### src/rtl/fetch_buffer.sv
// Instruction fetch front end: credit-limited request issue, in-order response tagging,
// a 2-entry {instr, pc} queue toward decode, and redirect flush with stale-response dropping.
module fetch_buffer #(
  parameter logic [31:0] RESET_PC = 32'h0000_0000,
  parameter int          DEPTH    = 2
) (
  input  logic        CLK,
  input  logic        RST,
  output logic        imem_req,
  output logic [31:0] imem_addr,
  input  logic        imem_gnt,
  input  logic        imem_rvalid,
  input  logic [31:0] imem_rdata,
  input  logic        redirect,
  input  logic [31:0] redirect_pc,
  output logic        ir_valid,
  output logic [31:0] ir,
  output logic [31:0] ir_pc,
  input  logic        ir_ready
);

  localparam logic [2:0] CREDITS = 3'(DEPTH);

  logic [31:0] r_pc;
  logic [1:0]  r_outstanding;
  logic [1:0]  r_drop;
  logic [1:0]  r_count;
  logic        r_rd_ptr;
  logic        r_wr_ptr;
  logic        r_tag_rd;
  logic        r_tag_wr;
  logic [31:0] r_fifo_instr [2];
  logic [31:0] r_fifo_pc    [2];
  logic [31:0] r_tag_pc     [2];

  logic [2:0]  w_inflight;
  logic        w_fire;
  logic        w_rsp;
  logic        w_discard;
  logic        w_push;
  logic        w_pop;
  logic [1:0]  w_outstanding_next;

  // Every granted request already owns a queue slot, so the queue can never overflow.
  assign w_inflight = {1'b0, r_outstanding} + {1'b0, r_count};
  assign imem_req   = ~RST & ~redirect & (w_inflight < CREDITS);
  assign imem_addr  = r_pc;

  assign w_fire    = imem_req & imem_gnt;
  assign w_rsp     = imem_rvalid & (r_outstanding != 2'd0);
  assign w_discard = w_rsp & (r_drop != 2'd0);
  assign w_push    = w_rsp & ~w_discard & ~redirect;

  assign ir_valid = ~RST & (r_count != 2'd0);
  assign ir       = ir_valid ? r_fifo_instr[r_rd_ptr] : 32'h0;
  assign ir_pc    = ir_valid ? r_fifo_pc[r_rd_ptr]    : 32'h0;
  assign w_pop    = ir_valid & ir_ready & ~redirect;

  assign w_outstanding_next = r_outstanding + {1'b0, w_fire} - {1'b0, w_rsp};

  always_ff @(posedge CLK) begin
    // NOTE: sequential state uses non-blocking assignments so every register samples pre-edge values.
    if (RST) begin
      r_pc          <= RESET_PC;
      r_outstanding <= 2'd0;
      r_drop        <= 2'd0;
      r_count       <= 2'd0;
      r_rd_ptr      <= 1'b0;
      r_wr_ptr      <= 1'b0;
      r_tag_rd      <= 1'b0;
      r_tag_wr      <= 1'b0;
    end else begin
      r_outstanding <= w_outstanding_next;
      if (w_fire) r_tag_wr <= ~r_tag_wr;
      if (w_rsp)  r_tag_rd <= ~r_tag_rd;

      if (redirect) begin
        // Whatever is still in flight after this cycle belongs to the old stream.
        r_pc     <= redirect_pc & 32'hFFFF_FFFC;
        r_drop   <= w_outstanding_next;
        r_count  <= 2'd0;
        r_rd_ptr <= 1'b0;
        r_wr_ptr <= 1'b0;
      end else begin
        if (w_fire)    r_pc     <= r_pc + 32'd4;
        if (w_discard) r_drop   <= r_drop - 2'd1;
        if (w_push)    r_wr_ptr <= ~r_wr_ptr;
        if (w_pop)     r_rd_ptr <= ~r_rd_ptr;
        case ({w_push, w_pop})
          2'b10:   r_count <= r_count + 2'd1;
          2'b01:   r_count <= r_count - 2'd1;
          default: r_count <= r_count;
        endcase
      end
    end
  end

  // NOTE: storage arrays carry no reset; validity is tracked solely by the counts and pointers.
  always_ff @(posedge CLK) begin
    if (w_fire) r_tag_pc[r_tag_wr] <= r_pc;
    if (w_push) begin
      r_fifo_instr[r_wr_ptr] <= imem_rdata;
      r_fifo_pc[r_wr_ptr]    <= r_tag_pc[r_tag_rd];
    end
  end

endmodule
### config.mk
export PLATFORM = sky130hd
export DESIGN_NAME = fetch_buffer
export DESIGN_NICKNAME = d
export VERILOG_FILES = /design/src/rtl/fetch_buffer.sv
export SDC_FILE = /design/constraint.sdc
export NUM_CORES = 1
export LEC_CHECK = 0
export ABC_AREA = 1
export CAP_MARGIN = 10
export CORE_MARGIN = 1
export CORE_UTILIZATION = 35
export DETAILED_ROUTE_END_ITERATION = 7
export GPL_TIMING_DRIVEN = 0
export SLEW_MARGIN = 30
export SYNTH_ARGS = -nofsm -noshare
export SYNTH_HDL_FRONTEND = slang
export SYNTH_SLANG_ARGS = --single-unit
### constraint.sdc
create_clock -name CLK -period 10.4 [get_ports CLK]
set_clock_uncertainty 0.2 [all_clocks]
set_input_delay 2.6 -clock CLK [delete_from_list [all_inputs] [get_ports CLK]]
set_output_delay 2.6 -clock CLK [all_outputs]
set_load 0.005 [all_outputs]
==> metrics.md, run 1 <==
| Metric | Value |
|---|---|
| Status | complete, no violations |
| FF-to-FF End | r_drop[1] |
| CTS Sinks | 226 |
| Clk pwr share | 0.407 |
| GRT Overall Usage | 0.161 |
| DP Wirelength | 16,500 um |
| CTS tree | done |
| Crit Path Class | in -> out |
| Cell area after layout | 13,100 sq um |
| Minimum hold slack | 258 ps |
| Yosys top cell by area | edfxtp_1 |
| Initial core utilization | 0.356 |
| Remaining Overflow, GRT | 0 |
| Die H | 170 um |
| Port bufs | 161 |
| Post-Synthesis Cells | 861 |
| Post-synthesis cell type count | 36 |
| FF+latch count, synth | 226 |
| Vias | 6,561 |
| Routed WL | 23,000 um |
| Combinational share of power | 0.108 |
| DRT antenna net count | 0 |
| Num rows | 61 |
| Synth warn | 0 |
| Synth Flop Type | edfxtp_1 |
| RSZ-0062 raised after global routing | no |
| Max Fclk | 0.135 GHz |
| Routed len/inst | 15.8 um |
| Ports | 168 |
| Largest net degree at the start of global routing | 21 |
| FF-to-FF setup slack | 7490 ps |
| Max Cap Viol | 0 |
| Hold path startpoint | r_tag_rd |
| Endpoints failing setup | 0 |
| Core area | 27,800 sq um |
| Async SR Flop Fraction | 0 |
| RePlAce Congestion | 0.863 |
| Number of synthesized flops with an enable pin | 184 |
| Startpoint Class | input port |
| CP max stage delay | 550 ps |
| Pint | 1.72 mW |
| Root buffer cell | clkbuf_16 |
| Rel. slew slack | 0.583 |
| Synth top cells by count | nand2_1, edfxtp_1, inv_1 |
| Data required, critical path | 7600 ps |
| Via/cell ratio | 4.50 |
| DP Area | 12,200 sq um |
| Ranking of synthesized cells by area | edfxtp_1, mux2_2, dfxtp_1 |
| Net load switching power | 0.494 mW |
| Final setup TNS | 0 ps |
| Post-synthesis sequential area ratio | 0.644 |
| Critical-path cell list | clkdlybuf4s50_1, nor2_2, buf_2, nand2_1, inv_1, clkdlybuf4s50_1 |
| # resized after CTS | 0 |
| Worst Hold End | r_tag_rd |
| Clk Latency, worst-skew pair | 520 ps |
| Arr. time, crit path | 4590 ps |
| DIE WIDTH | 170 um |
| Sequential power share | 0.485 |
| Max VDD drop | 0.106 mV |
| Share of post-route cells with drive strength above 1 | 0.175 |
| Clk buf depth | 3 |
| Clock H-tree levels | 1 |
| Area Overhead vs Synth | 32.3% |
| Total CTS buffers | 26 |
| Initial antenna violation count | 0 |
| Slew @ Worst Pin | 624 ps |
| Cell with the largest stage delay on the worst path | clkdlybuf4s50_1 |
| Static leakage | 5.02 nW |
| Net count, final | 1,137 |
| Count leader, synth | nand2_1 |
| CTS clk-pin slew, worst paths | 60 ps |
| Worst slack, placed | 2920 ps |
| Minimum clock period | 7390 ps |
| Post-Synthesis Cell Area | 9880 sq um |
| Pins Over Slew Limit | 0 |
| Post-CTS Setup Inserts | 0 |
| FF-to-FF Start | r_count[0] |
| First-pass GRT wire length | 35,800 um |
| Power density over the cells | 169 nW/um^2 |
| Avg Cell Area, Syn | 11.5 sq um |
| Fin crit share | 0.710 |
| R2R cell count | 14 |
| Synth top area share | 0.559 |
| Worst Hold Class | reg -> reg |
| N_diodes | 0 |
| Dpl cells | 1,411 |
| Final worst slack | 3010 ps |
| Final hold vios | 0 |
| Cts hold-fix bufs | 0 |
| Crit Path Max Fanout | 10 |
| Hold path cells | 1 |
| Final Non-Filler Cells | 1,459 |
| 1st-pass router iterations | 5 |
| CP most frequent cell | clkdlybuf4s50_1 |
| DRC violations left | 0 |
| Net Sw Frac | 0.223 |
| Die area | 28,900 sq um |
| Critical path endpoint category | output port |
| Iter 0 DRT Violations | 378 |
| Vias in the first global route | 6,473 |
| Fillers | 2,578 |
placed cells by master, fill, tap and decap left out, types with 2 or more instances in the layout:
| master | n |
|---|---|
| o21ai_1 | 4 |
| nor2_1 | 37 |
| clkdlybuf4s50_1 | 161 |
| nand3_1 | 35 |
| or2_2 | 2 |
| buf_16 | 8 |
| bufinv_16 | 3 |
| nand2_1 | 192 |
| inv_1 | 126 |
| clkinv_2 | 3 |
| mux2_2 | 92 |
| nor2_2 | 7 |
| buf_2 | 18 |
| edfxtp_1 | 184 |
| a31oi_1 | 6 |
| nand2_2 | 5 |
| clkinvlp_4 | 3 |
| o21ai_0 | 24 |
| a21oi_1 | 31 |
| buf_6 | 3 |
| ha_1 | 5 |
| clkinv_1 | 4 |
| clkbuf_16 | 27 |
| clkbuf_1 | 13 |
| xnor2_1 | 5 |
| and2_1 | 2 |
| xor2_1 | 7 |
| dfxtp_1 | 42 |
| nor2_4 | 11 |
| buf_4 | 4 |
| nand4_1 | 3 |
| conb_1 | 4 |
power groups by stage:
stage	Clock, mW	Sequential [mW]	Combinational, mW
floorplan	0	1.08	0.139
global placement	0	1.09	0.228
detailed placement	0	1.09	0.241
CTS	0.922	1.07	0.244
global route	0.961	1.08	0.264
finish	0.901	1.07	0.239
sequential cells by signal (all words and copies together), names as in the netlist, named ones only:
name and count:
r_outstanding 2, r_wr_ptr 1, r_count 2, r_tag_rd 1, r_rd_ptr 1, r_fifo_pc 60, imem_addr 30, r_drop 2
r_tag_pc 60, r_tag_wr 1, r_fifo_instr 64
layout make-up:
cell class	count	area (sq um)	share of cell area
Buffer	30	173	0.0132
Clock buffer	36	709	0.0543
Clock inverter	12	138	0.0105
Inverter	128	482	0.0368
Multi-Input combinational cell	480	2900	0.222
Sequential cell	226	6370	0.487
Tap cell	378	473	0.0362
Timing Repair Buffer	169	1830	0.140
logic make-up (layout without fill, tap and decap cells):
family | count (synthesis) | count (layout) | synth area share
flops | 226 | 226 | 0.644
fa+ha+maj | 6 | 6 | 0.00836
mux | 92 | 92 | 0.105
other cells | 1 | 4 | 0.000379
simple gates | 298 | 298 | 0.130
buf+inv | 158 | 375 | 0.0662
xor+xnor | 12 | 12 | 0.0106
compound gates | 68 | 68 | 0.0360
routing by layer:
layer	track usage	vias up	share of wire
met2	0.279	178	0.48
met3	0.0274	37	0.052
li1	-	3268	-
met5	0	-	0
met1	0.208	3078	0.45
met4	0.0427	0	0.022
per-stage QoR:
| step | util | power (mW) |
|---|---|---|
| after floorplan | - | 1.22 |
| after CTS | 0.471 | 2.24 |
| after detailed placement | 0.440 | 1.33 |
| after global placement | 0.431 | 1.32 |
| after global routing | 0.471 | 2.30 |
| final | 0.471 | 2.21 |
worst max-delay path: cells and delay by family:
family	cells	cell delay [ps]
buffers and inverters	4	1410
and+or+nand+nor	2	570
worst max-delay path by stage:
stage / start / endpoint / slack, ps / cells after the start
2_1_floorplan: imem_rvalid / r_fifo_instr[0][0] / 4150 / 3
3_3_place_gp: redirect / r_fifo_instr[1][21] / 1300 / 4
3_5_place_dp: RST / ir_pc[11] / 2920 / 6
4_1_cts: RST / ir_pc[3] / 2910 / 6
5_1_grt: RST / ir_pc[11] / 2860 / 6
6_report: RST / ir_pc[11] / 3010 / 6
Power figures use the tool's default switching activity.
==> inputs of run 2 (changes only) <==
clock period = 6 ns   (was 10.4 ns; I/O delays follow)
==> results of run 2 <==
The final DEF is identical to that of run 1. Status: complete, no violations.
Among the figures that moved: setup slack after placement 2920 ps -> 719 ps; setup slack after layout 3010 ps -> 812 ps; register-to-register setup slack 7490 ps -> 3090 ps; total power 2.21 mW -> 3.84 mW; worst IR drop on VDD 0.106 mV -> 0.183 mV
==> inputs of run 3 (changes only) <==
REMOVE_ABC_BUFFERS = 1   (was unset)
==> metrics.md, run 3 (synthesis results as in run 1) <==
| Metric | Value |
|---|---|
| Status | complete, no violations |
| Cell with the largest stage delay on the worst path | buf_2 |
| Vias | 6,476 (-1.3%) |
| GRT Overall Usage | 0.156 (-0.00514) |
| Root buffer cell | clkbuf_16 |
| Core area | 27,800 sq um (unchanged) |
| RSZ-0062 raised after global routing | no |
| Total CTS buffers | 26 (unchanged) |
| Fin crit share | 0.798 |
| Vias in the first global route | 6,416 (-0.88%) |
| Static leakage | 4.97 nW (-0.98%) |
| Via/cell ratio | 4.51 (+0.36%) |
| Max VDD drop | 0.199 mV |
| Area Overhead vs Synth | 32.4% (about the same) |
| Clk buf depth | 3 (unchanged) |
| Slew @ Worst Pin | 687 ps (+62.5 ps) |
| CP top delay family | buffers and inverters |
| CTS clk-pin slew, worst paths | 60 ps (about the same) |
| Data required, critical path | 4300 ps |
| Iter 0 DRT Violations | 374 (-1.1%) |
| WP buf/inv | 5 (+1) |
| First-pass GRT wire length | 34,700 um (-3.1%) |
| DRC violations left | 0 (unchanged) |
| CTS tree | done |
| Initial antenna violation count | 0 (unchanged) |
| Power Total | 3.92 mW |
| Largest regs | r_fifo_instr (64), r_fifo_pc (60), r_tag_pc (60) |
| Area occupied by multi-input gates | 2910 sq um (+0.17%) |
| Final worst slack | 1210 ps |
| CP max stage delay | 530 ps (-20 ps) |
| Endpoints failing setup | 0 (unchanged) |
| Final hold vios | 0 (unchanged) |
| Rel. slew slack | 0.542 (-0.0407) |
| DP Wirelength | 15,500 um (-6.2%) |
| # resized after CTS | 0 (unchanged) |
| Most frequent cells in the layout | nand2_1, edfxtp_1, clkdlybuf4s50_1 |
| Clk Latency, worst-skew pair | 520 ps (about the same) |
| FF-to-FF Start | r_count[0] |
| Initial core utilization | 0.356 (unchanged) |
| N_diodes | 0 (unchanged) |
| Hold path startpoint | r_tag_rd |
| FF-to-FF setup slack | 3030 ps |
| Port bufs | 161 (unchanged) |
| 1st-pass router iterations | 4 (-1) |
| Hold path cells | 1 (unchanged) |
| Biggest register | r_fifo_instr |
| R2R cell count | 13 (-1) |
| Max Cap Viol | 0 (unchanged) |
| Routed len/inst | 15.5 um (-2.1%) |
| FF-to-FF End | r_drop[1] |
| Critical-path cell list | buf_2, nor2_4, buf_12, buf_16, nand2_1, inv_1, clkdlybuf4s50_1 |
| Cts hold-fix bufs | 0 (unchanged) |
| Routed WL | 22,200 um (-3.7%) |
| DRT antenna net count | 0 (unchanged) |
| Worst Hold Class | reg -> reg |
| Commonest non-fill, non-tap cell in the layout | nand2_1 |
| Final setup TNS | 0 ps (unchanged) |
| CTS Sinks | 226 (unchanged) |
| RePlAce Congestion | 0.813 (-5.8%) |
| Ports | 168 (unchanged) |
| Flip-flop count of the largest register after layout | 64 (unchanged) |
| Arr. time, crit path | 3090 ps |
| Die H | 170 um (unchanged) |
| Register Area | 6370 sq um (about the same) |
| DIE WIDTH | 170 um (unchanged) |
| Remaining Overflow, GRT | 0 (unchanged) |
| Largest net degree at the start of global routing | 42 (+100%) |
| Startpoint Class | input port |
| Pins Over Slew Limit | 0 (unchanged) |
| Share of post-route cells with drive strength above 1 | 0.167 (-0.00738) |
| Clock H-tree levels | 1 (unchanged) |
| Fillers | 2,573 (-0.19%) |
| Critical path endpoint category | output port |
| Die area | 28,900 sq um (unchanged) |
| Net count, final | 1,113 (-2.1%) |
| Post-CTS Setup Inserts | 0 (unchanged) |
| Crit Path Class | in -> out |
| Minimum clock period | 4790 ps |
| Crit Path Max Fanout | 30 (+20) |
| Worst slack, placed | 1160 ps |
| Power density over the cells | 300 nW/um^2 |
| Max Fclk | 0.209 GHz |
| Num rows | 61 (unchanged) |
run 3: final cells by class:
cell class | instances | share of cell area
Timing Repair Buffer | 175 | 0.149
Multi-Input combinational cell | 480 | 0.222
Clock inverter | 19 | 0.0165
Tap cell | 378 | 0.0362
Sequential cell | 226 | 0.487
Inverter | 128 | 0.0368
Clock buffer | 29 | 0.0522
run 3: power by group:
part	internal, mW	switching (mW)	total, mW	leakage [nW]
Sequential	1.81	0.0619	1.87	2.02
Combinational	0.219	0.185	0.404	2.51
Clock	1.03	0.619	1.65	0.438
Total	3.06	0.865	3.92	4.97
run 3: metrics by stage:
step,util,hold slack (ps),instances,cell area (sq um)
global route,0.471,277,1435,13100
CTS,0.471,227,1435,13100
global placement,0.425,236,1373,11800
finish,0.471,235,1435,13100
detailed placement,0.438,238,1387,12200
floorplan,-,226,834,9720
run 3: worst max-delay path by stage:
stage	start	endpoint	depth (start not counted)
2_1_floorplan	imem_rvalid	r_fifo_instr[0][0]	3
3_3_place_gp	redirect	r_fifo_instr[1][6]	4
3_5_place_dp	RST	ir_pc[13]	7
4_1_cts	RST	ir_pc[13]	7
5_1_grt	RST	ir_pc[15]	7
6_report	RST	ir_pc[13]	7
run 3: routing by layer:
metal  part of all wire  routed length, um  global-route usage  vias up
met5                  0                  0                   0        -
met4              0.015                322              0.0380        0
met3              0.058               1300              0.0326       24
met2               0.48              10600               0.270      157
met1               0.45               9960               0.199     3054
li1                   -                  -                   -     3241
